==> src/rtl/ps2_host_tx.sv <==
// PS/2 host-to-device command transmitter (open-drain clk/data, ACK check).
// Optional feature: define PS2_TX_RESEND_EN for one automatic resend on NACK.
module ps2_host_tx #(
    parameter int INHIBIT_CYCLES    = 5000,
    parameter int START_HOLD_CYCLES = 50,
    parameter int TIMEOUT_CYCLES    = 100000
) (
    input  logic       clk,
    input  logic       rst,
    input  logic       tx_valid,
    input  logic [7:0] tx_data,
    output logic       tx_ready,
    input  logic       ps2_clk,
    input  logic       ps2_data,
    output logic       ps2_clk_oe,
    output logic       ps2_data_oe,
    output logic       rx_inhibit,
    output logic       done,
    output logic       err,
    output logic       err_timeout
);

    localparam int TMAX = (INHIBIT_CYCLES > TIMEOUT_CYCLES) ?
                          INHIBIT_CYCLES : TIMEOUT_CYCLES;
    localparam int TW   = $clog2(TMAX + 1);

    localparam logic [TW-1:0] INH_LAST  = TW'(INHIBIT_CYCLES - 1);
    localparam logic [TW-1:0] HOLD_LAST = TW'(START_HOLD_CYCLES - 1);
    localparam logic [TW-1:0] TO_LIM    = TW'(TIMEOUT_CYCLES);
    localparam logic [TW-1:0] TMR_SAT   = {TW{1'b1}};

    typedef enum logic [2:0] {
        IDLE, INHIBIT, RTS, SEND, ACK, WAIT_IDLE
    } state_t;

    state_t        state, state_nx;
    logic [2:0]    clk_sync;
    logic [1:0]    data_sync;
    logic          clk_s, data_s, fall;
    logic          lines_high, high_d;
    logic [9:0]    frame;
    logic [3:0]    bit_idx;
    logic [3:0]    sel;
    logic          cur_bit;
    logic [TW-1:0] timer;
    logic          timeout;
    logic          nack;
    logic          load, tmr_clr, idx_clr, idx_inc, ack_take;
`ifdef PS2_TX_RESEND_EN
    logic          retried, retry_set;
`endif

    assign clk_s      = clk_sync[1];
    assign data_s     = data_sync[1];
    assign fall       = clk_sync[2] & ~clk_sync[1];
    assign lines_high = clk_s & data_s;
    assign timeout    = (timer >= TO_LIM);
    assign tx_ready   = (state == IDLE);
    assign rx_inhibit = (state != IDLE);

    // bit_idx counts device falls; 0 means the start bit is still on the line
    assign sel     = bit_idx - 4'd1;
    assign cur_bit = (bit_idx == 4'd0) ? 1'b0 : frame[sel];

    // Synchronise the asynchronous PS/2 lines (idle level is high)
    always_ff @(posedge clk) begin
        if (rst) begin
            clk_sync  <= 3'b111;
            data_sync <= 2'b11;
        end else begin
            clk_sync  <= {clk_sync[1:0], ps2_clk};
            data_sync <= {data_sync[0], ps2_data};
        end
    end

    // State register
    always_ff @(posedge clk) begin
        if (rst) state <= IDLE;
        else     state <= state_nx;
    end

    // Frame, bit index, saturating timer and ACK result
    always_ff @(posedge clk) begin
        if (rst) begin
            frame   <= '0;
            bit_idx <= '0;
            timer   <= '0;
            nack    <= 1'b0;
            high_d  <= 1'b0;
        end else begin
            high_d <= lines_high;
            if (load) frame <= {1'b1, ~^tx_data, tx_data};
            if (tmr_clr)               timer <= '0;
            else if (timer != TMR_SAT) timer <= timer + 1'b1;
            if (idx_clr)      bit_idx <= '0;
            else if (idx_inc) bit_idx <= bit_idx + 4'd1;
            if (ack_take) nack <= data_s;
        end
    end

`ifdef PS2_TX_RESEND_EN
    // One-shot resend flag, cleared whenever the transmitter is idle
    always_ff @(posedge clk) begin
        if (rst)                retried <= 1'b0;
        else if (state == IDLE) retried <= 1'b0;
        else if (retry_set)     retried <= 1'b1;
    end
`endif

    // Next-state, line drive and result pulses
    always_comb begin
        state_nx    = state;
        load        = 1'b0;
        tmr_clr     = 1'b0;
        idx_clr     = 1'b0;
        idx_inc     = 1'b0;
        ack_take    = 1'b0;
        ps2_clk_oe  = 1'b0;
        ps2_data_oe = 1'b0;
        done        = 1'b0;
        err         = 1'b0;
        err_timeout = 1'b0;
`ifdef PS2_TX_RESEND_EN
        retry_set   = 1'b0;
`endif
        unique case (state)
            IDLE: begin
                if (tx_valid) begin
                    load     = 1'b1;
                    tmr_clr  = 1'b1;
                    idx_clr  = 1'b1;
                    state_nx = INHIBIT;
                end
            end
            INHIBIT: begin
                ps2_clk_oe = 1'b1;
                if (timer == INH_LAST) begin
                    tmr_clr  = 1'b1;
                    state_nx = RTS;
                end
            end
            RTS: begin
                ps2_clk_oe  = 1'b1;
                ps2_data_oe = 1'b1;
                if (timer == HOLD_LAST) begin
                    tmr_clr  = 1'b1;
                    idx_clr  = 1'b1;
                    state_nx = SEND;
                end
            end
            SEND: begin
                ps2_data_oe = ~cur_bit;
                if (fall) begin
                    tmr_clr = 1'b1;
                    if (bit_idx == 4'd9) state_nx = ACK;
                    else                 idx_inc  = 1'b1;
                end else if (timeout) begin
                    ps2_data_oe = 1'b0;
                    err         = 1'b1;
                    err_timeout = 1'b1;
                    state_nx    = IDLE;
                end
            end
            ACK: begin
                if (fall) begin
                    ack_take = 1'b1;
                    tmr_clr  = 1'b1;
                    state_nx = WAIT_IDLE;
                end else if (timeout) begin
                    err         = 1'b1;
                    err_timeout = 1'b1;
                    state_nx    = IDLE;
                end
            end
            WAIT_IDLE: begin
                if (lines_high && high_d) begin
                    if (!nack) begin
                        done     = 1'b1;
                        state_nx = IDLE;
                    end else begin
`ifdef PS2_TX_RESEND_EN
                        if (!retried) begin
                            retry_set = 1'b1;
                            tmr_clr   = 1'b1;
                            state_nx  = INHIBIT;
                        end else begin
                            err      = 1'b1;
                            state_nx = IDLE;
                        end
`else
                        err      = 1'b1;
                        state_nx = IDLE;
`endif
                    end
                end else if (timeout) begin
                    err         = 1'b1;
                    err_timeout = 1'b1;
                    state_nx    = IDLE;
                end
            end
            default: state_nx = IDLE;
        endcase
    end

endmodule

==> config.mk <==
export PLATFORM = sky130hd
export DESIGN_NAME = ps2_host_tx
export DESIGN_NICKNAME = d
export VERILOG_FILES = /design/src/rtl/ps2_host_tx.sv
export SDC_FILE = /design/constraint.sdc
export NUM_CORES = 1
export LEC_CHECK = 0
export BUFFER_PORTS_ARGS = -buffer_cell sky130_fd_sc_hd__buf_2
export CORE_ASPECT_RATIO = 1.25
export CORE_UTILIZATION = 59
export CTS_CLUSTER_DIAMETER = 60
export CTS_CLUSTER_SIZE = 25
export DETAILED_ROUTE_END_ITERATION = 7
export PLACE_DENSITY = 0.79
export SLEW_MARGIN = 20
export SYNTH_ARGS = -nofsm -noshare
export SYNTH_HDL_FRONTEND = slang
export SYNTH_SLANG_ARGS = --single-unit
export TNS_END_PERCENT = 50
==> constraint.sdc <==
create_clock -name clk -period 3.2 [get_ports clk]
set_clock_uncertainty 0.1 [all_clocks]
set_input_delay 0.48 -clock clk [delete_from_list [all_inputs] [get_ports clk]]
set_output_delay 0.48 -clock clk [all_outputs]
set_load 0.02 [all_outputs]
---- After elaboration in Yosys (flattened, before gate mapping) ----
Cells that the tools add are included.
word-level totals
  register bits after elaboration ......... 41
  input bits .............................. 13
  output and inout bits ................... 7
cells by class
  add/subtract/negate cells ............... 3
  $lt $le $gt $ge ......................... 2
  equality and inequality tests ........... 13
  mux-type cells .......................... 37
  bitwise logic cells ..................... 4
  reductions and logical operators ........ 10
operators with widths
  kind                                                        count
  two-way mux 3 bit                                           8
  two-way mux 1 bit                                           22
  case mux 3 bit (6 select lines)                             1
  adder 17 x 1 -> 17 bit, second input constant               1
  equality test 17 x 13 -> 1 bit, second input constant       1
  equality test 17 x 6 -> 1 bit, second input constant        1
  greater-or-equal comparator 17 bit, second input constant   1
  != test 17 bit, second input constant                       1
  case mux 1 bit (2 select lines)                             4
  OR reduction 2 bit                                          4
  XNOR reduction 8 bit                                        1
  equality test 3 x 2 -> 1 bit, second input constant         2
  equality test 3 bit, second input constant                  2
  != test 2 bit, second input constant                        3
  less-than comparator 4 x 5 -> 1 bit, second input constant  1
  adder 4 x 1 -> 4 bit, second input constant                 1
  binary-select mux 1 bit (select 4 bit)                      1
  equality test 4 bit, second input constant                  1
  zero test 4 bit                                             1
  case mux 1 bit (4 select lines)                             1
  AND reduction 4 bit                                         1
  subtractor 4 x 1 -> 4 bit, second input constant            1
  equality test 3 x 1 -> 1 bit, second input constant         1
  zero test 3 bit                                             1
  other kinds (5)                                             7

---- Depth between registers and ports, before layout ----
Gate-level depths: netlist of the first run.
  word-level depth ........................ 8
  depth in mapped cells ................... 11

---- Worst setup path after synthesis of the first run ----
Ideal clock, no wire load.
  kind .................................... reg2out
  from .................................... reg bit_idx[0]
  to ...................................... out ps2_data_oe
  arrival ................................. 2.839 ns
  required time ........................... 2.620 ns
  path slack .............................. -0.219 ns
  cell stages (with the launch flop) ...... 10
  buffers on the path ..................... 2
  path through ............................ dfxtp_1 > clkbuf_1 > inv_1 > ha_1 > clkbuf_1 > mux2_2 > a211o_1 > a221oi_1 > o221ai_1 > o21ai_0
on the way
  longest elaborated chain between the ends .. 8
  elaborated cells between the ends (all ways) .. 9
  classes of those cells .................. add/sub (1); mux (6); bitwise (1); reduce/logical (1)
ends and longest elaborated chain
  item                                         RTL line  RTL
  from (decl)                                  42        logic [3:0] bit_idx;
  from (signal assigned)                       96        else if (idx_inc) bit_idx <= bit_idx + 4'd1;
  subtractor 4 x 1 -> 4 bit (*)                62        assign sel = bit_idx - 4'd1;
  named net sel[0]                             43        logic [3:0] sel;
  binary-select mux 1 bit (select 4 bit) (*)   63        assign cur_bit = (bit_idx == 4'd0) ? 1'b0 : frame[sel];
  two-way mux 1 bit (implied by the code) (*)  63
  two-way mux 1 bit (*)                        63
  inverter 1 bit (*)                           152       ps2_data_oe = ~cur_bit;
  two-way mux 1 bit                            157       end else if (timeout) begin
  two-way mux 1 bit (*)                        153       if (fall) begin
  case mux 1 bit (2 select lines) (*)          126       unique case (state)
  to (decl)                                    16        output logic ps2_data_oe,
Mark *: on every way through the listed nets, which the timed path passes. The rest lies on a longest branch. The select of a mux whose other input is x is not followed.

---- Worst setup path after layout of the first run ----
  from .................................... reg bit_idx[1]
  to ...................................... out ps2_data_oe
on the way
  longest elaborated chain between the ends .. 8
  elaborated cells between the ends (all ways) .. 9
  classes of those cells .................. add/sub (1); mux (6); bitwise (1); reduce/logical (1)
ends and longest elaborated chain
  item                                     RTL line
  subtractor 4 x 1 -> 4 bit                62
  binary-select mux 1 bit (select 4 bit)   63
  two-way mux 1 bit (implied by the code)  63
  two-way mux 1 bit (*)                    63
  inverter 1 bit (*)                       152
  two-way mux 1 bit                        157
  two-way mux 1 bit (*)                    153
  case mux 1 bit (2 select lines) (*)      126
Mark *: on every way between the ends. The rest lies on a longest branch, timed or not. The select of a mux whose other input is x is not followed.

==> results of run 1 <==
-- final cells by class --
| class | instances | area (sq um) | area share (%) |
|---|---|---|---|
| Tap cell | 54 | 67.6 | 2.65 |
| Inverter | 11 | 41.3 | 1.62 |
| Clock buffer | 5 | 68.8 | 2.69 |
| Multi-Input combinational cell | 216 | 1390 | 54.3 |
| Sequential cell | 41 | 822 | 32.2 |
| Clock inverter | 2 | 35.0 | 1.37 |
| Timing Repair Buffer | 24 | 133 | 5.19 |
-- worst paths after layout --
path,startpoint,to,slack (ps),cells after the start
min,ps2_data,data_sync[0]$_SDFF_PP1_,270,2
max,bit_idx[1]$_SDFFE_PP0P_,ps2_data_oe,190,9
max reg2reg,timer[10]$_SDFFE_PP0P_,timer[9]$_SDFFE_PP0P_,680,9
min reg2reg,clk_sync[0]$_SDFF_PP1_,clk_sync[1]$_SDFF_PP1_,320,1
-- sequential cells by signal (all words and copies together) (netlist names) --
| register | flops |
|---|---|
| state | 3 |
| frame | 10 |
| nack | 1 |
| high_d | 1 |
| bit_idx | 4 |
| data_sync | 2 |
| timer | 17 |
| clk_sync | 3 |
-- critical path, delay by kind of cell (launching register included) --
kind,cells,cell delay (ps)
buffers and inverters,3,440
adders and majority gates,1,310
and+or+nand+nor,1,190
AOI/OAI and AO/OA,4,820
DFF,1,380
-- cell families after synthesis --
group	after synthesis
and+or+nand+nor	130
AOI/OAI and AO/OA	41
DFF	41
xor gates and xnor gates	27
buffers and inverters	25
muxes	11
adders and majority gates	7
-- metal layers --
| metal | up-vias | routed length (um) | part of all wire, % | global-route usage [%] |
|---|---|---|---|---|
| li1 | 1000 | - | - | - |
| met1 | 929 | 2030 | 43 | 28.1 |
| met2 | 38 | 2440 | 52 | 44.1 |
| met3 | 8 | 156 | 3.3 | 5.88 |
| met4 | 0 | 66 | 1.4 | 7.94 |
| met5 | - | 0 | 0 | 0 |
-- cell usage in the layout (no fill, tap or decap), types with 6 or more instances in the layout --
master   Yosys  final
a21oi_1     15     15
buf_2        1     19
dfxtp_1     41     40
ha_1         7      7
inv_1       11     11
mux2i_1      9      9
nand2_1     33     33
nand4_1      6      6
nor2_1      43     43
nor3_1      11     11
xnor2_1     19     19
xor2_1       8      8
-- power groups by stage --
stage	clock network (mW)	registers, mW	logic (mW)
6_report	0.391	0.575	0.219
5_1_grt	0.426	0.581	0.241
4_1_cts	0.402	0.575	0.219
3_5_place_dp	0	0.587	0.218
3_3_place_gp	0	0.585	0.214
2_1_floorplan	0	0.565	0.185
-- timing repair --
action | CTS | global route
resized for setup | 0 | 2
setup endpoints to repair | 0 | 1
buffers inserted | 0 | 0
==> flow_metrics.env, run 1 <==
export IMPL_status="complete, but fails checks"
export IMPL_violations="design-rule violations"
export IMPL_via_per_inst=5.59
export IMPL_synth_area_sq_um=2320
export IMPL_finalPower_mw=1.19
export IMPL_tightest_slew_ps=606
export IMPL_finalNonFillerCells=353
export IMPL_crit_arrival_ps=2430
export IMPL_dp_cells=346
export IMPL_cts_tree="done"
export IMPL_clock_sinks=41
export IMPL_cpMaxStageDelayCell="dfxtp_2"
export IMPL_layout_drive_gt1_share_pct=15.1
export IMPL_fp_row_count=25
export IMPL_synth_top_family_by_area="simple AND/OR/NAND/NOR gates"
export IMPL_num_fill_cells=338
export IMPL_grt_usage_pct=24.5
export IMPL_grt_start_max_net_pins=22
export IMPL_hold_path_class="primary input to register"
export IMPL_gp_congestion=0.985
export IMPL_synth_ff_type="dfxtp_1"
export IMPL_grt_setup_unrepaired="false"
export IMPL_numPortBuffers=19
export IMPL_power_frac_seq_pct=48.5
export IMPL_critical_path_cell_chain="inv_1, ha_1, buf_4, and3b_1, a211o_1, a221oi_2, o221ai_1, o21ai_2, buf_2"
export IMPL_synth_warning_count=0
export IMPL_fin_crit_ps=3010
export IMPL_grt_pass1_wl_um=8020
export IMPL_relSlewSlack_pct=59.5
export IMPL_antenna_found_initial=0
export IMPL_holdWs_ps=273
export IMPL_area_delta_synth_final_pct=10.3
export IMPL_synth_edf_count=0
export IMPL_p_comb_share_pct=18.4
export IMPL_async_reset_ff_share_pct=0
export IMPL_slew_viol_final=0
export IMPL_p_int_mw=0.857
export IMPL_grt_pass1_vias=1859
export IMPL_start_util_pct=61.2
export IMPL_die_h_um=72.1
export IMPL_finalHoldViolations=0
export IMPL_power_switching_mw=0.329
export IMPL_fin_util_pct=67.5
export IMPL_synth_top_area_share_pct=35.4
export IMPL_dp_hpwl_um=3520
export IMPL_die_width_um=58.0
export IMPL_finalSetupViolCount=0
export IMPL_slowest_delay_ps=380
export IMPL_vdd_ir_drop_worst_v=0.000254
export IMPL_path_clk_slew_ps=70
export IMPL_criticalPathCategory="register to output port"
export IMPL_p_sw_share_pct=27.7
export IMPL_yosysMostFrequentCell="nor2_1"
export IMPL_synth_area_leaders="dfxtp_1 (35%), xnor2_1 (7.2%), nor2_1 (7.0%)"
export IMPL_fin_nets=319
export IMPL_synth_net_count=302
export IMPL_pwr_share_clk_pct=33.0
export IMPL_grt_overflow_total=0
export IMPL_synth_compound_area_share_pct=12.5
export IMPL_end_kind="output port"
export IMPL_wire_per_inst_um=13.3
export IMPL_cts_buffers=5
export IMPL_routed_wl_um=4700
export IMPL_dieArea_sq_um=4180
export IMPL_power_leakage_nw=0.946
export IMPL_ys_ff_latch=41
export IMPL_hold_buffers=0
export IMPL_synthCells=282
export IMPL_min_period_over_period_pct=94.1
export IMPL_worstSetupStartpointType="register"
export IMPL_clockBufferDepth=2
export IMPL_synthXorXnorAreaFrac_pct=10.2
export IMPL_fin_ws_ps=189
export IMPL_drv_cap=0
export IMPL_ys_top_cells_by_count="nor2_1 (43), dfxtp_1 (41), nand2_1 (33)"
export IMPL_post_place_ws_ps=391
export IMPL_clk_latency_ps=290
export IMPL_drc_errors=1
export IMPL_synth_distinct_cells=53
export IMPL_finalSetupTns_ps=0
export IMPL_cts_htree_levels=2
export IMPL_synth_mux_area_share_pct=5.35
export IMPL_crit_required_ps=2620
export IMPL_coreArea_sq_um=3780
export IMPL_ctsRootBufferMaster="clkbuf_8"
export IMPL_num_antenna_cells=0
export IMPL_ys_seq_area_share_pct=35.4
export IMPL_antenna_left=0
export IMPL_final_design_area_no_fill_sq_um=2550
export IMPL_synth_fa_ha_area_share_pct=3.78
export IMPL_yosysTopAreaCell="dfxtp_1"
export IMPL_ios=20
export IMPL_vias=1975
export IMPL_synthSimpleGateAreaFrac_pct=27.6
export IMPL_drt_iter0_drc=100
export IMPL_critPathMaxFanout=7
export IMPL_p_per_area_nw_per_um2=464
export IMPL_synth_avg_cell_area_sq_um=8.21
export IMPL_clock_fmax_ghz=0.332
export IMPL_drt_first_pass_iters=6
export IMPL_placed_cell_area_sq_um=2440
Note: power is estimated with default switching activity, not from simulation.
==> run 2: changes to the inputs <==
--- a/config.mk
+++ b/config.mk
@@ -5,13 +5,14 @@
 export SDC_FILE = /design/constraint.sdc
 export NUM_CORES = 1
 export LEC_CHECK = 0
-export BUFFER_PORTS_ARGS = -buffer_cell sky130_fd_sc_hd__buf_2
 export CORE_ASPECT_RATIO = 1.25
-export CORE_UTILIZATION = 59
+export CORE_UTILIZATION = 63
 export CTS_CLUSTER_DIAMETER = 60
 export CTS_CLUSTER_SIZE = 25
 export DETAILED_ROUTE_END_ITERATION = 7
+export DONT_BUFFER_PORTS = 1
 export PLACE_DENSITY = 0.79
+export REMOVE_ABC_BUFFERS = 1
 export SLEW_MARGIN = 20
 export SYNTH_ARGS = -nofsm -noshare
 export SYNTH_HDL_FRONTEND = slang
==> run 2 against run 1 <==
The run now ends clean. Clock power fell by 14%. Critical path depth is 1 lower. Non-clock buffer count down 18. Design area fell by 5.0%. Total power decreased by 6.7%. Global-route usage increased by 2.2 points. Sequential share of layout area increased by 1.7 points. Fmax decreased by 0.58%. Core utilization rose by 1.5 points.
==> flow_metrics.env, run 2 (synthesis results as in run 1) <==
export IMPL_status="completed"
export IMPL_criticalPathCategory="register to output port"
export IMPL_top_register="timer"
export IMPL_wire_per_inst_um=14.4
export IMPL_reg2reg_from="timer[11]$_SDFFE_PP0P_"
export IMPL_dp_hpwl_um=3550
export IMPL_slew_viol_final=0
export IMPL_relSlewSlack_pct=55.0
export IMPL_end_kind="output port"
export IMPL_holdWs_ps=139
export IMPL_worstHoldStart="rst"
export IMPL_reg2regPathDepth=6
export IMPL_die_width_um=56.2
export IMPL_finalPower_mw=1.11
export IMPL_r2r_end="timer[2]$_SDFFE_PP0P_"
export IMPL_hold_path_class="primary input to register"
export IMPL_critical_path_cell_chain="inv_1, ha_1, mux2_2, a211o_1, a221oi_1, o221ai_1, o21ai_1, buf_4"
export IMPL_clockBufferDepth=2
export IMPL_final_cell_mix="nor2_1 (43), dfxtp_1 (40), nand2_1 (33), xnor2_1 (19), a21oi_1 (15)"
export IMPL_grt_usage_pct=26.7
export IMPL_final_design_area_no_fill_sq_um=2420
export IMPL_cts_buffers=5
export IMPL_min_to="frame[6]$_SDFFE_PP0P_"
export IMPL_whs_path_depth=1
export IMPL_critPathMaxFanout=7
export IMPL_fin_ws_ps=171
export IMPL_crit_arrival_ps=2450
export IMPL_power_leakage_nw=0.857
export IMPL_vias=1906
export IMPL_start_util_pct=65.9
export IMPL_drv_cap=0
export IMPL_ios=20
export IMPL_cts_setup_buffers=0
export IMPL_min_period_over_period_pct=94.7
export IMPL_antenna_found_initial=0
export IMPL_seq_area_sq_um=822
export IMPL_worstSetupStartpointType="register"
export IMPL_top_regs="timer (17), frame (10), bit_idx (4)"
export IMPL_die_h_um=69.8
export IMPL_grt_start_max_net_pins=22
export IMPL_rrSetupSlack_ps=630
export IMPL_grt_pass1_wl_um=8300
export IMPL_gp_congestion=0.968
export IMPL_ctsRootBufferMaster="clkbuf_8"
export IMPL_path_clk_slew_ps=80
export IMPL_clock_fmax_ghz=0.330
export IMPL_cts_tree="done"
export IMPL_placed_cell_area_sq_um=2330
export IMPL_tightest_slew_ps=668
export IMPL_multi_input_area_sq_um=1380
export IMPL_drt_first_pass_iters=4
export IMPL_drt_iter0_drc=97
export IMPL_via_per_inst=5.94
export IMPL_cpMaxStageDelayCell="dfxtp_2"
export IMPL_slowest_delay_ps=380
export IMPL_grt_pass1_vias=1888
export IMPL_routed_wl_um=4630
export IMPL_clock_sinks=41
export IMPL_finalSetupViolCount=0
export IMPL_num_antenna_cells=0
export IMPL_clk_latency_ps=300
export IMPL_grt_setup_unrepaired="false"
export IMPL_cts_htree_levels=2
export IMPL_drc_errors=0
export IMPL_num_fill_cells=312
export IMPL_antenna_left=0
export IMPL_grt_overflow_total=0
export IMPL_finalSetupTns_ps=0
export IMPL_numPortBuffers=0
export IMPL_p_per_area_nw_per_um2=456
export IMPL_fp_row_count=24
export IMPL_coreArea_sq_um=3510
export IMPL_area_delta_synth_final_pct=4.70
export IMPL_largest_reg_flops=17
export IMPL_dieArea_sq_um=3920
export IMPL_vdd_ir_drop_worst_v=0.000351
export IMPL_layout_drive_gt1_share_pct=9.22
export IMPL_fin_crit_ps=3030
export IMPL_post_place_ws_ps=380
export IMPL_finalHoldViolations=0
export IMPL_final_common_cell="nor2_1"
export IMPL_fin_nets=301
export IMPL_crit_required_ps=2620
==> run 2: worst max-delay path by stage <==
stage                                       start           to  slack [ps]  cells past startpoint
after floorplan           bit_idx[0]$_SDFFE_PP0P_  ps2_data_oe          40                      7
after global placement    bit_idx[1]$_SDFFE_PP0P_  ps2_data_oe         430                      8
after detailed placement  bit_idx[1]$_SDFFE_PP0P_  ps2_data_oe         380                      8
after global routing      bit_idx[1]$_SDFFE_PP0P_  ps2_data_oe          40                      8
final                     bit_idx[1]$_SDFFE_PP0P_  ps2_data_oe         170                      8
after CTS                 bit_idx[1]$_SDFFE_PP0P_  ps2_data_oe          50                      8
==> run 2: power by group <==
group	switching, mW	total [mW]	internal, mW
Combinational	0.119	0.195	0.0759
Sequential	0.0337	0.573	0.540
Clock	0.183	0.337	0.155
Total	0.336	1.11	0.770
==> run 2: final cells by class <==
type,instances,area share [%]
inverter,11,1.70
timing repair buffer,6,1.86
clock buffer,5,2.84
multi-input combinational,216,56.8
sequential,41,33.9
clock inverter,3,0.929
tap,39,2.01
==> run 2: stage by stage <==
step / instances / utilization, %
final: 321 / 69.0
after global routing: 321 / 69.0
after CTS: 321 / 69.0
after detailed placement: 313 / 66.4
after global placement: 313 / 66.4
after floorplan: 268 / -
==> run 2: routing by layer <==
metal  track usage, %  part of all wire, %  vias up  routed length, um
li1                 -                    -      975                  -
met1             30.4                   41      896               1880
met2             47.4                   54       30               2500
met3             6.34                  4.0        5                184
met4             10.3                  1.4        0                 63
met5                0                    0        -                  0
==> run 2: worst max-delay path: cells and delay by family (launching register included) <==
family / cells / cell delay (ps)
buffers and inverters: 2 / 240
DFF: 1 / 380
adders and majority gates: 1 / 340
muxes: 1 / 340
AOI/OAI and AO/OA: 4 / 850
==> run 2: repair_timing <==
item / in CTS / in global routing
endpoints found under the hold margin: 0 / 0
setup endpoints to repair: 0 / 1
hold buffers: 0 / 0
gates resized for setup: 0 / 2
